File: src/rtl/shared_reg_arbiter_if.sv
// Bus bundle between NREQ requesters and the shared output register arbiter.
// master: requester side (drives REQ/WE/DIN), slave: arbiter side.
interface shared_reg_arbiter_if #(
    parameter int NREQ = 4,
    parameter int IDW  = 2,
    parameter int DW   = 8
);
    logic [NREQ-1:0]    REQ;
    logic [NREQ-1:0]    WE;
    logic [NREQ*DW-1:0] DIN;
    logic [NREQ-1:0]    GNT;
    logic [IDW-1:0]     OWNER;
    logic               BUSY;
    logic               ACK;
    logic [DW-1:0]      Q;
    logic               TOUT;

    modport master (
        output REQ, WE, DIN,
        input  GNT, OWNER, BUSY, ACK, Q, TOUT
    );

    modport slave (
        input  REQ, WE, DIN,
        output GNT, OWNER, BUSY, ACK, Q, TOUT
    );
endinterface

File: src/rtl/shared_reg_arbiter.sv
// Round-robin arbiter sharing one registered output port among NREQ requesters.
// A requester owns the port while it holds its REQ bit; its writes load Q.
// After each release there is one GAP cycle before arbitration resumes, and the
// search pointer moves just past the last owner.
// Optional build macro ARB_TIMEOUT_EN: revoke the grant from an owner that sits
// MAX_HOLD edges without writing, pulsing TOUT.
module shared_reg_arbiter #(
    parameter int            NREQ     = 4,
    parameter int            IDW      = 2,
    parameter int            DW       = 8,
    parameter logic [DW-1:0] INIT_VAL = 8'hFF,
    parameter int            MAX_HOLD = 15
) (
    input logic               C,
    input logic               CLR,
    shared_reg_arbiter_if.slave bus
);

    if (NREQ < 2 || NREQ > 8 || (2 ** IDW) < NREQ || MAX_HOLD < 1) begin : g_bad_param
        $error("shared_reg_arbiter: invalid parameter set");
    end

    typedef enum logic [1:0] {IDLE, OWN, GAP} state_t;

    localparam logic [IDW:0]   NREQ_W = (IDW + 1)'(NREQ);
    localparam logic [IDW-1:0] LAST   = IDW'(NREQ - 1);

    state_t          state;
    logic [IDW-1:0]  ptr;
    logic [NREQ-1:0] gnt_r;
    logic [IDW-1:0]  owner_r;
    logic            busy_r;
    logic            ack_r;
    logic [DW-1:0]   q_r;

    logic [IDW-1:0]  winner;
    logic            any_req;
    logic            own_held;
    logic            wr_ok;
    logic [DW-1:0]   wr_data;
    logic [IDW-1:0]  next_ptr;

`ifdef ARB_TIMEOUT_EN
    localparam int             HOLD_W    = $clog2(MAX_HOLD + 1);
    localparam logic [HOLD_W-1:0] HOLD_LAST = HOLD_W'(MAX_HOLD - 1);
    logic [HOLD_W-1:0] hold_cnt;
    logic              tout_r;
`endif

    // Rotating priority scan: first set REQ bit starting at ptr, wrapping at NREQ.
    always_comb begin
        logic [IDW:0] idx;
        idx     = '0;
        winner  = '0;
        any_req = 1'b0;
        for (int k = NREQ - 1; k >= 0; k--) begin
            idx = {1'b0, ptr} + (IDW + 1)'(k);
            if (idx >= NREQ_W) begin
                idx = idx - NREQ_W;
            end
            if (bus.REQ[idx[IDW-1:0]]) begin
                winner  = idx[IDW-1:0];
                any_req = 1'b1;
            end
        end
    end

    assign own_held = bus.REQ[owner_r];
    assign wr_ok    = own_held & bus.WE[owner_r];
    assign wr_data  = bus.DIN[int'(owner_r) * DW +: DW];
    assign next_ptr = (owner_r == LAST) ? '0 : owner_r + 1'b1;

    // Arbitration FSM with registered grant, acknowledge and shared data register.
    always_ff @(posedge C or posedge CLR) begin
        if (CLR) begin
            state   <= IDLE;
            ptr     <= '0;
            gnt_r   <= '0;
            owner_r <= '0;
            busy_r  <= 1'b0;
            ack_r   <= 1'b0;
            q_r     <= INIT_VAL;
`ifdef ARB_TIMEOUT_EN
            hold_cnt <= '0;
            tout_r   <= 1'b0;
`endif
        end else begin
            ack_r <= 1'b0;
`ifdef ARB_TIMEOUT_EN
            tout_r <= 1'b0;
`endif
            case (state)
                IDLE: begin
                    if (any_req) begin
                        gnt_r   <= NREQ'(1) << winner;
                        owner_r <= winner;
                        busy_r  <= 1'b1;
                        state   <= OWN;
`ifdef ARB_TIMEOUT_EN
                        hold_cnt <= '0;
`endif
                    end
                end
                OWN: begin
                    if (!own_held) begin
                        gnt_r  <= '0;
                        busy_r <= 1'b0;
                        ptr    <= next_ptr;
                        state  <= GAP;
`ifdef ARB_TIMEOUT_EN
                        hold_cnt <= '0;
`endif
                    end else if (wr_ok) begin
                        q_r   <= wr_data;
                        ack_r <= 1'b1;
`ifdef ARB_TIMEOUT_EN
                        hold_cnt <= '0;
                    end else if (hold_cnt == HOLD_LAST) begin
                        // Owner idle for MAX_HOLD edges: revoke like a REQ drop.
                        gnt_r    <= '0;
                        busy_r   <= 1'b0;
                        ptr      <= next_ptr;
                        state    <= GAP;
                        hold_cnt <= '0;
                        tout_r   <= 1'b1;
                    end else begin
                        hold_cnt <= hold_cnt + 1'b1;
`endif
                    end
                end
                GAP: begin
                    state <= IDLE;
                end
                default: begin
                    state <= IDLE;
                end
            endcase
        end
    end

    assign bus.GNT   = gnt_r;
    assign bus.OWNER = owner_r;
    assign bus.BUSY  = busy_r;
    assign bus.ACK   = ack_r;
    assign bus.Q     = q_r;
`ifdef ARB_TIMEOUT_EN
    assign bus.TOUT  = tout_r;
`else
    assign bus.TOUT  = 1'b0;
`endif

endmodule

File: src/flat_wrapper.sv
// flat-port wrapper written by rule: the top's interface ports become plain ports
module shared_reg_arbiter_flat 
#(
    parameter int            NREQ     = 4,
    parameter int            IDW      = 2,
    parameter int            DW       = 8,
    parameter logic [DW-1:0] INIT_VAL = 8'hFF,
    parameter int            MAX_HOLD = 15
)
  (C, CLR, bus_REQ, bus_WE, bus_DIN, bus_GNT, bus_OWNER, bus_BUSY, bus_ACK, bus_Q, bus_TOUT);
  shared_reg_arbiter_if #(.NREQ(NREQ), .IDW(IDW), .DW(DW)) bus_i ();
  input logic C;
  input logic CLR;
  input wire logic [$bits(bus_i.REQ)-1:0] bus_REQ;
  input wire logic [$bits(bus_i.WE)-1:0] bus_WE;
  input wire logic [$bits(bus_i.DIN)-1:0] bus_DIN;
  output wire logic [$bits(bus_i.GNT)-1:0] bus_GNT;
  output wire logic [$bits(bus_i.OWNER)-1:0] bus_OWNER;
  output wire logic [$bits(bus_i.BUSY)-1:0] bus_BUSY;
  output wire logic [$bits(bus_i.ACK)-1:0] bus_ACK;
  output wire logic [$bits(bus_i.Q)-1:0] bus_Q;
  output wire logic [$bits(bus_i.TOUT)-1:0] bus_TOUT;
  assign bus_i.REQ = bus_REQ;
  assign bus_i.WE = bus_WE;
  assign bus_i.DIN = bus_DIN;
  assign bus_GNT = bus_i.GNT;
  assign bus_OWNER = bus_i.OWNER;
  assign bus_BUSY = bus_i.BUSY;
  assign bus_ACK = bus_i.ACK;
  assign bus_Q = bus_i.Q;
  assign bus_TOUT = bus_i.TOUT;
  shared_reg_arbiter #(.NREQ(NREQ), .IDW(IDW), .DW(DW), .INIT_VAL(INIT_VAL), .MAX_HOLD(MAX_HOLD)) u_core (.C(C), .CLR(CLR), .bus(bus_i));
endmodule
File: config.mk
export PLATFORM = sky130hd
export DESIGN_NAME = shared_reg_arbiter_flat
export DESIGN_NICKNAME = d
export VERILOG_FILES = /design/src/rtl/shared_reg_arbiter_if.sv /design/src/rtl/shared_reg_arbiter.sv /design/src/flat_wrapper.sv
export SDC_FILE = /design/constraint.sdc
export NUM_CORES = 1
export LEC_CHECK = 0
export BUFFER_PORTS_ARGS = -buffer_cell sky130_fd_sc_hd__buf_2
export CAP_MARGIN = 30
export CORE_ASPECT_RATIO = 1.2
export CORE_MARGIN = 2
export CORE_UTILIZATION = 46
export DETAILED_ROUTE_END_ITERATION = 8
export HOLD_SLACK_MARGIN = 0.1
export PLACE_DENSITY = 0.8
export REMOVE_ABC_BUFFERS = 1
export SLEW_MARGIN = 20
export SYNTH_ARGS = -nofsm -noshare
export SYNTH_HDL_FRONTEND = slang
export SYNTH_SLANG_ARGS = --single-unit
File: constraint.sdc
create_clock -name C -period 3.25 [get_ports C]
set_input_delay 0.1625 -clock C [delete_from_list [all_inputs] [get_ports C]]
set_output_delay 0.1625 -clock C [all_outputs]
set_load 0.01 [all_outputs]
==> results of run 1 <==
sequential cells by signal, indices dropped and copies added (netlist names):
register and count:
u_core.bus.BUSY 1, u_core.bus.Q 8, u_core.bus.ACK 1, u_core.ptr 2, u_core.bus.OWNER 2, u_core.state 2
u_core.bus.GNT 4
cell usage in the layout (no fill, tap or decap), types with 3 or more instances in the layout:
| cell type | count |
|---|---|
| clkbuf_4 | 3 |
| mux4_1 | 7 |
| inv_1 | 4 |
| dfrtp_1 | 12 |
| mux2_4 | 10 |
| dfstp_2 | 8 |
| buf_2 | 57 |
| o21ai_0 | 3 |
| nor2b_1 | 3 |
| nand2_1 | 8 |
| o32ai_1 | 4 |
cell families after synthesis:
group | synth area share [%]
compound gates | 10.3
fa+ha+maj | 1.02
buf+inv | 5.08
flops | 41.5
mux | 33.3
other cells | 0.305
simple gates | 8.54
layout make-up:
cell class,count,area (sq um),share of cell area [%]
timing repair buffer,58,295,19.1
clock buffer,3,22.5,1.46
tap,33,41.3,2.68
sequential,20,510,33.1
inverter,4,15.0,0.973
multi-input combinational,61,658,42.7
power by group through the flow:
stage	Combinational (uW)	Sequential, uW	Clock, uW
global route	724	565	128
CTS	678	548	117
detailed placement	667	552	0
floorplan	438	564	0
finish	677	551	115
global placement	644	537	0
per-stage QoR:
stage / instance area, sq um / hold slack, ns / std cells
floorplan: 1180 / 0.120 / 85
global placement: 1510 / 0.304 / 175
detailed placement: 1510 / 0.333 / 175
CTS: 1540 / 0.298 / 179
global route: 1540 / 0.309 / 179
finish: 1540 / 0.301 / 179
worst reg2reg max path, delay by kind of cell, from the launching register on:
| family | cells | cell delay, ns |
|---|---|---|
| DFF | 1 | 0.74 |
| muxes | 3 | 0.97 |
| and+or+nand+nor | 1 | 0.42 |
per-layer routing:
layer  wire length, um  track usage, %  up-vias
met5                 0               0        -
met4                40            8.65        0
met3               234            3.45        4
met2              1480            34.7       47
met1              1150            21.9      482
li1                  -               -      462
worst min path at each step:
stage | startpoint | endpoint | cells after the start
floorplan | CLR | u_core.bus.ACK | 1
global placement | CLR | u_core.bus.OWNER[1] | 2
detailed placement | CLR | u_core.bus.OWNER[1] | 2
CTS | bus_DIN[1] | u_core.bus.Q[1] | 3
global route | bus_DIN[2] | u_core.bus.Q[2] | 3
finish | bus_DIN[1] | u_core.bus.Q[1] | 3
==> out/metrics.yaml, run 1 <==
synthesis:
  syn_inst: 91
  synthDistinctLibCells: 32
  post-synth-top-count-cell: "dfrtp_1"
  netlist_area_sq_um: 1230
  synthTopCellsByCount: "dfrtp_1 (12), mux2_4 (10), dfstp_2 (8), nand2_1 (8), mux4_1 (7)"
  netlist_top_cells_area: "dfrtp_1 (24%), dfstp_2 (17%), mux4_1 (15%), mux2_4 (12%), o32ai_1 (2.8%)"
  ys_seq_elements: 20
  yosysWarnings: 0
  synth-edff-count: 0
  yosysTopAreaCell: "dfrtp_1"
  synth_ff_type: "dfrtp_1"
  yosys.area.top_type_share_pct: 24.4
  synth-seq-area-share_pct: 41.5
  avgSynthCellArea_sq_um: 13.5
  async_flop_share_pct: 100
setup_path:
  crit_required_ns: 3.44
  path_buf_inv: 0
  cp-endpoint: "u_core.ptr[1]"
  arrival_ns: 2.43
  crit_type: "flop to flop"
  crit_family: "multiplexers"
  crit-reg2reg-launch: "u_core.bus.OWNER[1]"
  crit_chain: "mux2_2, mux2i_1, and3b_1, mux2_4"
  reg2reg_slack_ns: 1.01
  cp.depth: 4
  cp_slowest_stage_delay_ns: 0.74
  cp_max_fo: 15
  critPathSlowestCell: "dfrtp_1"
  timing.rr.end: "u_core.ptr[1]"
  cp-end-kind: "flop"
  crit_path_start_kind: "flop"
  rr_worst_depth: 4
  worstSetupStartpoint: "u_core.bus.OWNER[1]"
cts:
  clkLatencyLatePin_ns: 0.30
  h-tree-depth: 1
  numCtsBuffers: 3
  cts_sinks: 20
  tritoncts: "done"
  post_cts_resized: 0
  cts_setup_buffers: 0
  cts_buffer_depth: 2
  clk_pin_slew_ns: 0.11
  cts_hold_buf: 1
  cts_root_buf: "clkbuf_4"
timing:
  tightest_slew_ns: 0.739
  finalCritPeriodShare_pct: 68.9
  layout_setup_ws_ns: 1.01
  slew_headroom_pct: 50.7
  rsz0062_at_grt: "no"
  post-route-min-period_ns: 2.24
  fin_setup_tns_ns: 0
  fin_worst_skew_ns: 0.00401
  hold_viol: 0
  maxSlewViolCount: 0
  setup_violations: 0
  timing.fmax_mhz: 447
final_layout:
  areaGrowthSynthToFinish_pct: 25.3
  final_nets: 191
  drive_gt1_share_pct: 56.2
  num_antenna_cells: 0
  fillers: 217
  utilization_pct: 60.4
pwr:
  powerDensity_nw_per_um2: 871
  comb_power_share_pct: 50.4
  seq_power_share_pct: 41.0
  ir_drop_mv: 0.618
  clkPwrFrac_pct: 8.6
  power.total_uw: 1340
  internal_power_uw: 837
  leakagePower_uw: 0.000781
  p_switching_uw: 507
  p_sw_share_pct: 37.7
floorplan:
  die_w_um: 51.2
  die_area_sq_um: 3110
  row_count: 20
  ioPinCount: 59
  core_sq_um: 2550
  fp.dieH_um: 60.7
  initial_core_util_pct: 48.2
global_routing:
  grt_pass1_wl_mm: 4.35
  grt_pass1_vias: 944
  grt_usage_pct: 19.0
  grt_antenna_before_repair: 0
  grt_max_degree: 21
  overflow: 0
routing:
  drt-initial-drc-count: 13
  drtAntennaViolNets: 0
  vias: 995
  drc: 0
  viasPerCell: 5.56
  first_pass_iters: 4
  drt-total-wl_mm: 2.91
  wl_per_cell_um: 16.3
min_path:
  hp-class: "primary input to flop"
run_status:
  outcome: "complete, no violations"
placement:
  dp_hpwl_mm: 2.12
  place_ws_ns: 1.06
  io_buffers: 57
  place_congestion: 0.728
job:
  maxCapViolations: 0
Note: power is estimated with default switching activity, not from simulation.
==> inputs of run 2 (changes only) <==
- ABC_AREA: not set -> 1
- CORE_UTILIZATION: 46 -> 42
- PLACE_DENSITY: 0.8 -> 0.75
- clock period: 3.25 -> 2 ns (I/O delays scaled with it)
==> out/metrics.yaml, run 2 <==
final_layout:
  final_common_cell: "nand2_1"
  areaGrowthSynthToFinish_pct: 26.9
  num_antenna_cells: 0  # unchanged
  utilization_pct: 56.1  # -4.3 points
  largest_register_ffs: 8  # unchanged
  final_nets: 293  # +53%
  drive_gt1_share_pct: 37.3  # -19 points
  fillers: 329  # +52%
  final_area_sq_um: 1720  # +11%
  layout_common_cells: "nand2_1 (58), buf_2 (57), nor2_1 (21)"
timing:
  timing.fmax_mhz: 607  # +36%
  fin_worst_skew_ns: 0.0115  # +0.00746 ns
  post-route-min-period_ns: 1.65  # -0.590 ns
  setup_violations: 0  # unchanged
  maxSlewViolCount: 0  # unchanged
  finalCritPeriodShare_pct: 82.4  # +14 points
  fin_setup_tns_ns: 0  # unchanged
  layout_setup_ws_ns: 0.351  # -0.660 ns
  hold_viol: 0  # unchanged
  rsz0062_at_grt: "no"
  slew_headroom_pct: 51.9  # +1.3 points
  tightest_slew_ns: 0.720  # -0.0192 ns
synthesis:
  synthMuxAreaShare_pct: 0  # -33 points
  synth-edff-count: 0  # unchanged
  synth_ff_type: "dfrtp_1"
  yosysTopAreaCell: "dfrtp_1"
  synthSimpleGateAreaFrac_pct: 34.5  # +26 points
  yosys.area.top_type_share_pct: 22.2  # -2.2 points
  ys_seq_elements: 20  # unchanged
  async_flop_share_pct: 100  # unchanged
  synth-seq-area-share_pct: 37.8  # -3.7 points
  yosysWarnings: 0  # unchanged
  synthAdderAreaFrac_pct: 0.926  # -0.090 points
  synthTopCellsByCount: "nand2_1 (58), nor2_1 (21), o21ai_0 (18)"
  synth_xor_area_share_pct: 1.20  # +1.2 points
  syn_inst: 192  # +110%
  avgSynthCellArea_sq_um: 7.04  # -48%
  netlist_area_sq_um: 1350  # +9.8%
  post-synth-top-count-cell: "nand2_1"
  synth-compound-area-share_pct: 16.7  # +6.4 points
  netlist_top_cells_area: "dfrtp_1 (22%), nand2_1 (16%), dfstp_2 (16%), o21ai_0 (6.7%), nor2_1 (5.8%)"
  synth_top_family_by_area: "simple AND/OR/NAND/NOR gates"
  synthDistinctLibCells: 27  # -16%
global_routing:
  grt_max_degree: 21  # unchanged
  grt_antenna_before_repair: 0  # unchanged
  grt_usage_pct: 19.6  # +0.59 points
  grt_pass1_vias: 1366  # +45%
  grt_pass1_wl_mm: 5.78  # +33%
  overflow: 0  # unchanged
routing:
  wl_per_cell_um: 11.1  # -32%
  first_pass_iters: 4  # unchanged
  drc: 0  # unchanged
  drt-total-wl_mm: 3.17  # +8.8%
  vias: 1406  # +41%
  drtAntennaViolNets: 0  # unchanged
  viasPerCell: 4.93  # -11%
  drt-initial-drc-count: 49  # +36
floorplan:
  initial_core_util_pct: 44.2  # -4.0 points
  ioPinCount: 59  # unchanged
  die_w_um: 55.8  # +8.9%
  core_sq_um: 3060  # +20%
  fp.dieH_um: 66.1  # +9.0%
  die_area_sq_um: 3690  # +19%
  row_count: 22  # +10%
setup_path:
  crit_path_start_kind: "flop"
  cp_max_fo: 15  # unchanged
  arrival_ns: 1.86  # -0.57 ns
  cp-end-kind: "flop"
  rr_worst_depth: 9  # +5
  crit_type: "flop to flop"
  crit_required_ns: 2.21  # -1.23 ns
pwr:
  leakagePower_uw: 0.000951  # +22%
  seq_power_share_pct: 28.2  # -13 points
  p_switching_uw: 1310  # +160%
  p_sw_share_pct: 47.6  # +9.9 points
  power.total_uw: 2750  # +100%
  comb_power_share_pct: 59.8  # +9.4 points
  powerDensity_nw_per_um2: 1600  # +84%
  internal_power_uw: 1440  # +72%
  clkPwrFrac_pct: 12.0  # +3.4 points
  ir_drop_mv: 0.786  # +27%
cts:
  tritoncts: "done"
  post_cts_resized: 0  # unchanged
  clkLatencyLatePin_ns: 0.31  # about the same
  cts_root_buf: "clkbuf_4"
  cts_sinks: 20  # unchanged
  h-tree-depth: 1  # unchanged
  cts_buffer_depth: 2  # unchanged
  clk_pin_slew_ns: 0.12  # about the same
  numCtsBuffers: 3  # unchanged
job:
  maxCapViolations: 0  # unchanged
placement:
  place_ws_ns: 0.368  # -0.694 ns
  dp_hpwl_mm: 2.49  # +18%
  place_congestion: 0.866  # +19%
  dpl_cell_area_sq_um: 1650  # +9.4%
  io_buffers: 57  # unchanged
min_path:
  hp-class: "primary input to flop"
  min_path_cells: 5  # +2
run_status:
  outcome: "complete, no violations"
[run 2: path summary, 6_finish.rpt]
check	start	endpoint	slack, ns
max	u_core.ptr[0]	u_core.bus.GNT[0]	0.35
min	bus_DIN[0]	u_core.bus.Q[0]	0.14
max reg2reg	u_core.ptr[0]	u_core.bus.GNT[0]	0.35
min reg2reg	u_core.bus.Q[5]	u_core.bus.Q[5]	0.47
max in group asynchronous	CLR	u_core.ptr[1]	1.09
min in group asynchronous	CLR	u_core.bus.ACK	0.45
[run 2: stage by stage]
step	hold WS, ns	instances
finish	0.143	285
floorplan	0.0579	185
CTS	0.130	285
detailed placement	0.261	280
global placement	0.257	280
global route	0.170	285
[run 2: kinds of logic after synthesis]
group | count (synthesis)
AND/OR/NAND/NOR | 104
AO/OA/AOI/OAI | 39
buffers and inverters | 26
flip-flops | 20
XOR/XNOR | 1
adder cells (fa/ha/maj) | 1
other | 1
[run 2: worst max-delay path: stages (launching register included)]
cell and delay, ns:
dfrtp_1 0.69, inv_2 0.13, nand2_1 0.08, nand2_1 0.09
nor2_2 0.15, nand2_2 0.08, nand3_4 0.12, inv_2 0.08
nand3_1 0.09, nand2_1 0.05
[run 2: routing by layer]
metal  part of all wire, %  global-route usage, %  wire, um
met1                    42                   22.5      1340
met2                    49                   35.9      1550
met3                   6.4                   3.33       204
met4                   1.9                   8.23        61
met5                     0                      0         0
[run 2: layout make-up]
class | count | area (sq um) | area share (%)
Multi-Input combinational cell | 146 | 724 | 42.2
Sequential cell | 20 | 510 | 29.8
Timing Repair Buffer | 60 | 310 | 18.1
Inverter | 19 | 72.6 | 4.23
Tap cell | 36 | 45.0 | 2.63
Clock inverter | 1 | 30.0 | 1.75
Clock buffer | 3 | 22.5 | 1.31
[run 2: timing repair]
action | CTS | global route
hold buffers | 1 | 0
setup buffers | 0 | 0
hold endpoints to repair | 12 | 0
[run 2: power by group through the flow]
stage	clock network, uW	registers [uW]	logic (uW)
2_1_floorplan	0	883	1100
3_3_place_gp	0	783	1650
3_5_place_dp	0	787	1660
4_1_cts	343	778	1670
5_1_grt	356	812	1910
6_report	330	775	1640
==> inputs of run 3 (changes only) <==
- clock period: 2 -> 1.4 ns (I/O delays scaled with it)
==> out/metrics.yaml, run 3 (synthesis results as in run 2) <==
final_layout:
  final_area_sq_um: 2040  # +19%
  fillers: 294  # -11%
  num_antenna_cells: 0  # unchanged
  final_nets: 317  # +8.2%
  layout_common_cells: "buf_2 (57), nand2_1 (45), nor2_1 (20), nand2_2 (20), buf_4 (18)"
  drive_gt1_share_pct: 53.5  # +16 points
  largest_register_ffs: 8  # unchanged
  utilization_pct: 66.7  # +11 points
  areaGrowthSynthToFinish_pct: 50.8
  fin_cells: 309  # +8.4%
  final_common_cell: "buf_2"
setup_path:
  cp_max_fo: 7  # -8
  path_buf_inv: 2  # unchanged
  crit_chain: "buf_6, o21ai_2, nor2_2, nand2_2, nand3_4, buf_4, nand3_1, nand2_1"
  crit_required_ns: 1.62  # -0.59 ns
  arrival_ns: 1.69  # -0.17 ns
  crit_path_start_kind: "flop"
  crit_family: "flip-flops"
  cp_slowest_stage_delay_ns: 0.47  # -0.22 ns
  crit_type: "flop to flop"
  cp-end-kind: "flop"
  critPathSlowestCell: "dfrtp_2"
placement:
  place_congestion: 0.924  # +6.7%
  place_inst: 295  # +5.4%
  dp_hpwl_mm: 2.71  # +8.9%
  dpl_cell_area_sq_um: 1780  # +7.6%
  io_buffers: 57  # unchanged
cts:
  clkLatencyLatePin_ns: 0.31  # about the same
  tritoncts: "done"
  h-tree-depth: 1  # unchanged
  numCtsBuffers: 3  # unchanged
  clk_pin_slew_ns: 0.12  # about the same
  cts_root_buf: "clkbuf_4"
  cts_buffer_depth: 2  # unchanged
  cts_sinks: 20  # unchanged
timing:
  post-route-min-period_ns: 1.48  # -0.171 ns
  rsz0062_at_grt: "yes"
  timing.fmax_mhz: 677  # +12%
  hold_viol: 0  # unchanged
  layout_setup_ws_ns: -0.0772  # -0.429 ns
  finalCritPeriodShare_pct: 106  # +23 points
  fin_setup_tns_ns: -0.438  # -0.438 ns
  maxSlewViolCount: 0  # unchanged
  setup_violations: 9  # +9
  fin_worst_skew_ns: 0.00652  # -0.00495 ns
pwr:
  leakagePower_uw: 0.00110  # +15%
  powerDensity_nw_per_um2: 2450  # +53%
  ir_drop_mv: 1.52  # +93%
floorplan:
  ioPinCount: 59  # unchanged
  die_w_um: 55.8  # unchanged
  core_sq_um: 3060  # unchanged
  initial_core_util_pct: 44.2  # unchanged
  row_count: 22  # unchanged
  fp.dieH_um: 66.1  # unchanged
  die_area_sq_um: 3690  # unchanged
global_routing:
  grt_max_degree: 21  # unchanged
  grt_pass1_wl_mm: 6.35  # +10%
  grt_pass1_vias: 1498  # +9.7%
  overflow: 0  # unchanged
  grt_usage_pct: 21.7  # +2.0 points
  grt_antenna_before_repair: 0  # unchanged
routing:
  drt-initial-drc-count: 85  # +73%
  drt-total-wl_mm: 4.02  # +27%
  drtAntennaViolNets: 0  # unchanged
  vias: 1548  # +10%
  viasPerCell: 5.01  # +1.5%
  drc: 0  # unchanged
  first_pass_iters: 4  # unchanged
  wl_per_cell_um: 13.0  # +17%
run_status:
  outcome: "finished, violations left"
  violations: "negative setup slack"
job:
  maxCapViolations: 0  # unchanged
min_path:
  hp-class: "primary input to flop"
-- run 3: cell types whose count changed in the layout (fill, tap and decap cells not counted), moves of 2 or more --
cell / change
a21oi_1: -2
a21oi_2: +2
buf_4: +16
buf_6: +6
dfrtp_1: -2
dfrtp_2: +2
inv_4: +3
nand2_1: -13
nand2_2: +12
nand3_1: -5
nand3_2: +5
o21ai_1: -3
o21ai_2: +4
-- run 3: repair_timing --
action                     4_1_cts  5_1_grt
hold buffers                     1        0
hold endpoints to repair        20        0
setup endpoints to repair       10       19
gates resized for setup         27       18
setup buffers                    2        7
pin swaps                       15       20
-- run 3: final timing paths --
kind / start / endpoint / slack [ns] / cells past startpoint
hold reg to reg: u_core.bus.Q[6] / u_core.bus.Q[6] / 0.47 / 2
min in group asynchronous: CLR / u_core.bus.ACK / 0.30 / 4
setup / recovery: u_core.ptr[0] / u_core.bus.GNT[0] / -0.08 / 8
setup reg to reg: u_core.ptr[0] / u_core.bus.GNT[0] / -0.08 / 8
hold / removal: bus_DIN[5] / u_core.bus.Q[5] / 0.10 / 5
max in group asynchronous: CLR / u_core.bus.Q[6] / 0.82 / 4
-- run 3: layer usage --
metal  global-route usage [%]  wire length (um)
met1                     24.0              1620
met2                     41.8              2130
met3                     4.11               214
met4                     6.10                42
met5                        0                 0
-- run 3: layout make-up --
| class | instances | area [sq um] | area share, % |
|---|---|---|---|
| clock inverter | 1 | 30.0 | 1.47 |
| clock buffer | 3 | 22.5 | 1.10 |
| sequential | 20 | 513 | 25.2 |
| inverter | 19 | 78.8 | 3.87 |
| multi-input combinational | 146 | 826 | 40.5 |
| timing repair buffer | 84 | 523 | 25.7 |
| tap | 36 | 45.0 | 2.21 |
-- run 3: worst register-to-register path, delay by kind of cell (launching register included) --
kind	cells	cell delay [ns]
buffers and inverters	2	0.31
AOI/OAI and AO/OA	1	0.19
and+or+nand+nor	5	0.42
DFF	1	0.47
-- run 3: per-stage QoR --
step / hold WS (ns) / worst slack [ns] / total power [uW]
after floorplan: 0.0279 / -0.226 / 2830
after global placement: 0.101 / -0.0798 / 3780
after detailed placement: 0.112 / -0.0952 / 3810
after CTS: 0.102 / -0.0370 / 4650
after global routing: 0.121 / -0.136 / 5440
final: 0.102 / -0.0772 / 4990
-- run 3: where the power goes --
| group | switching (uW) | internal [uW] | total [uW] |
|---|---|---|---|
| Clock | 193 | 290 | 482 |
| Combinational | 1940 | 1480 | 3420 |
| Sequential | 181 | 910 | 1090 |
| Total | 2310 | 2680 | 4990 |
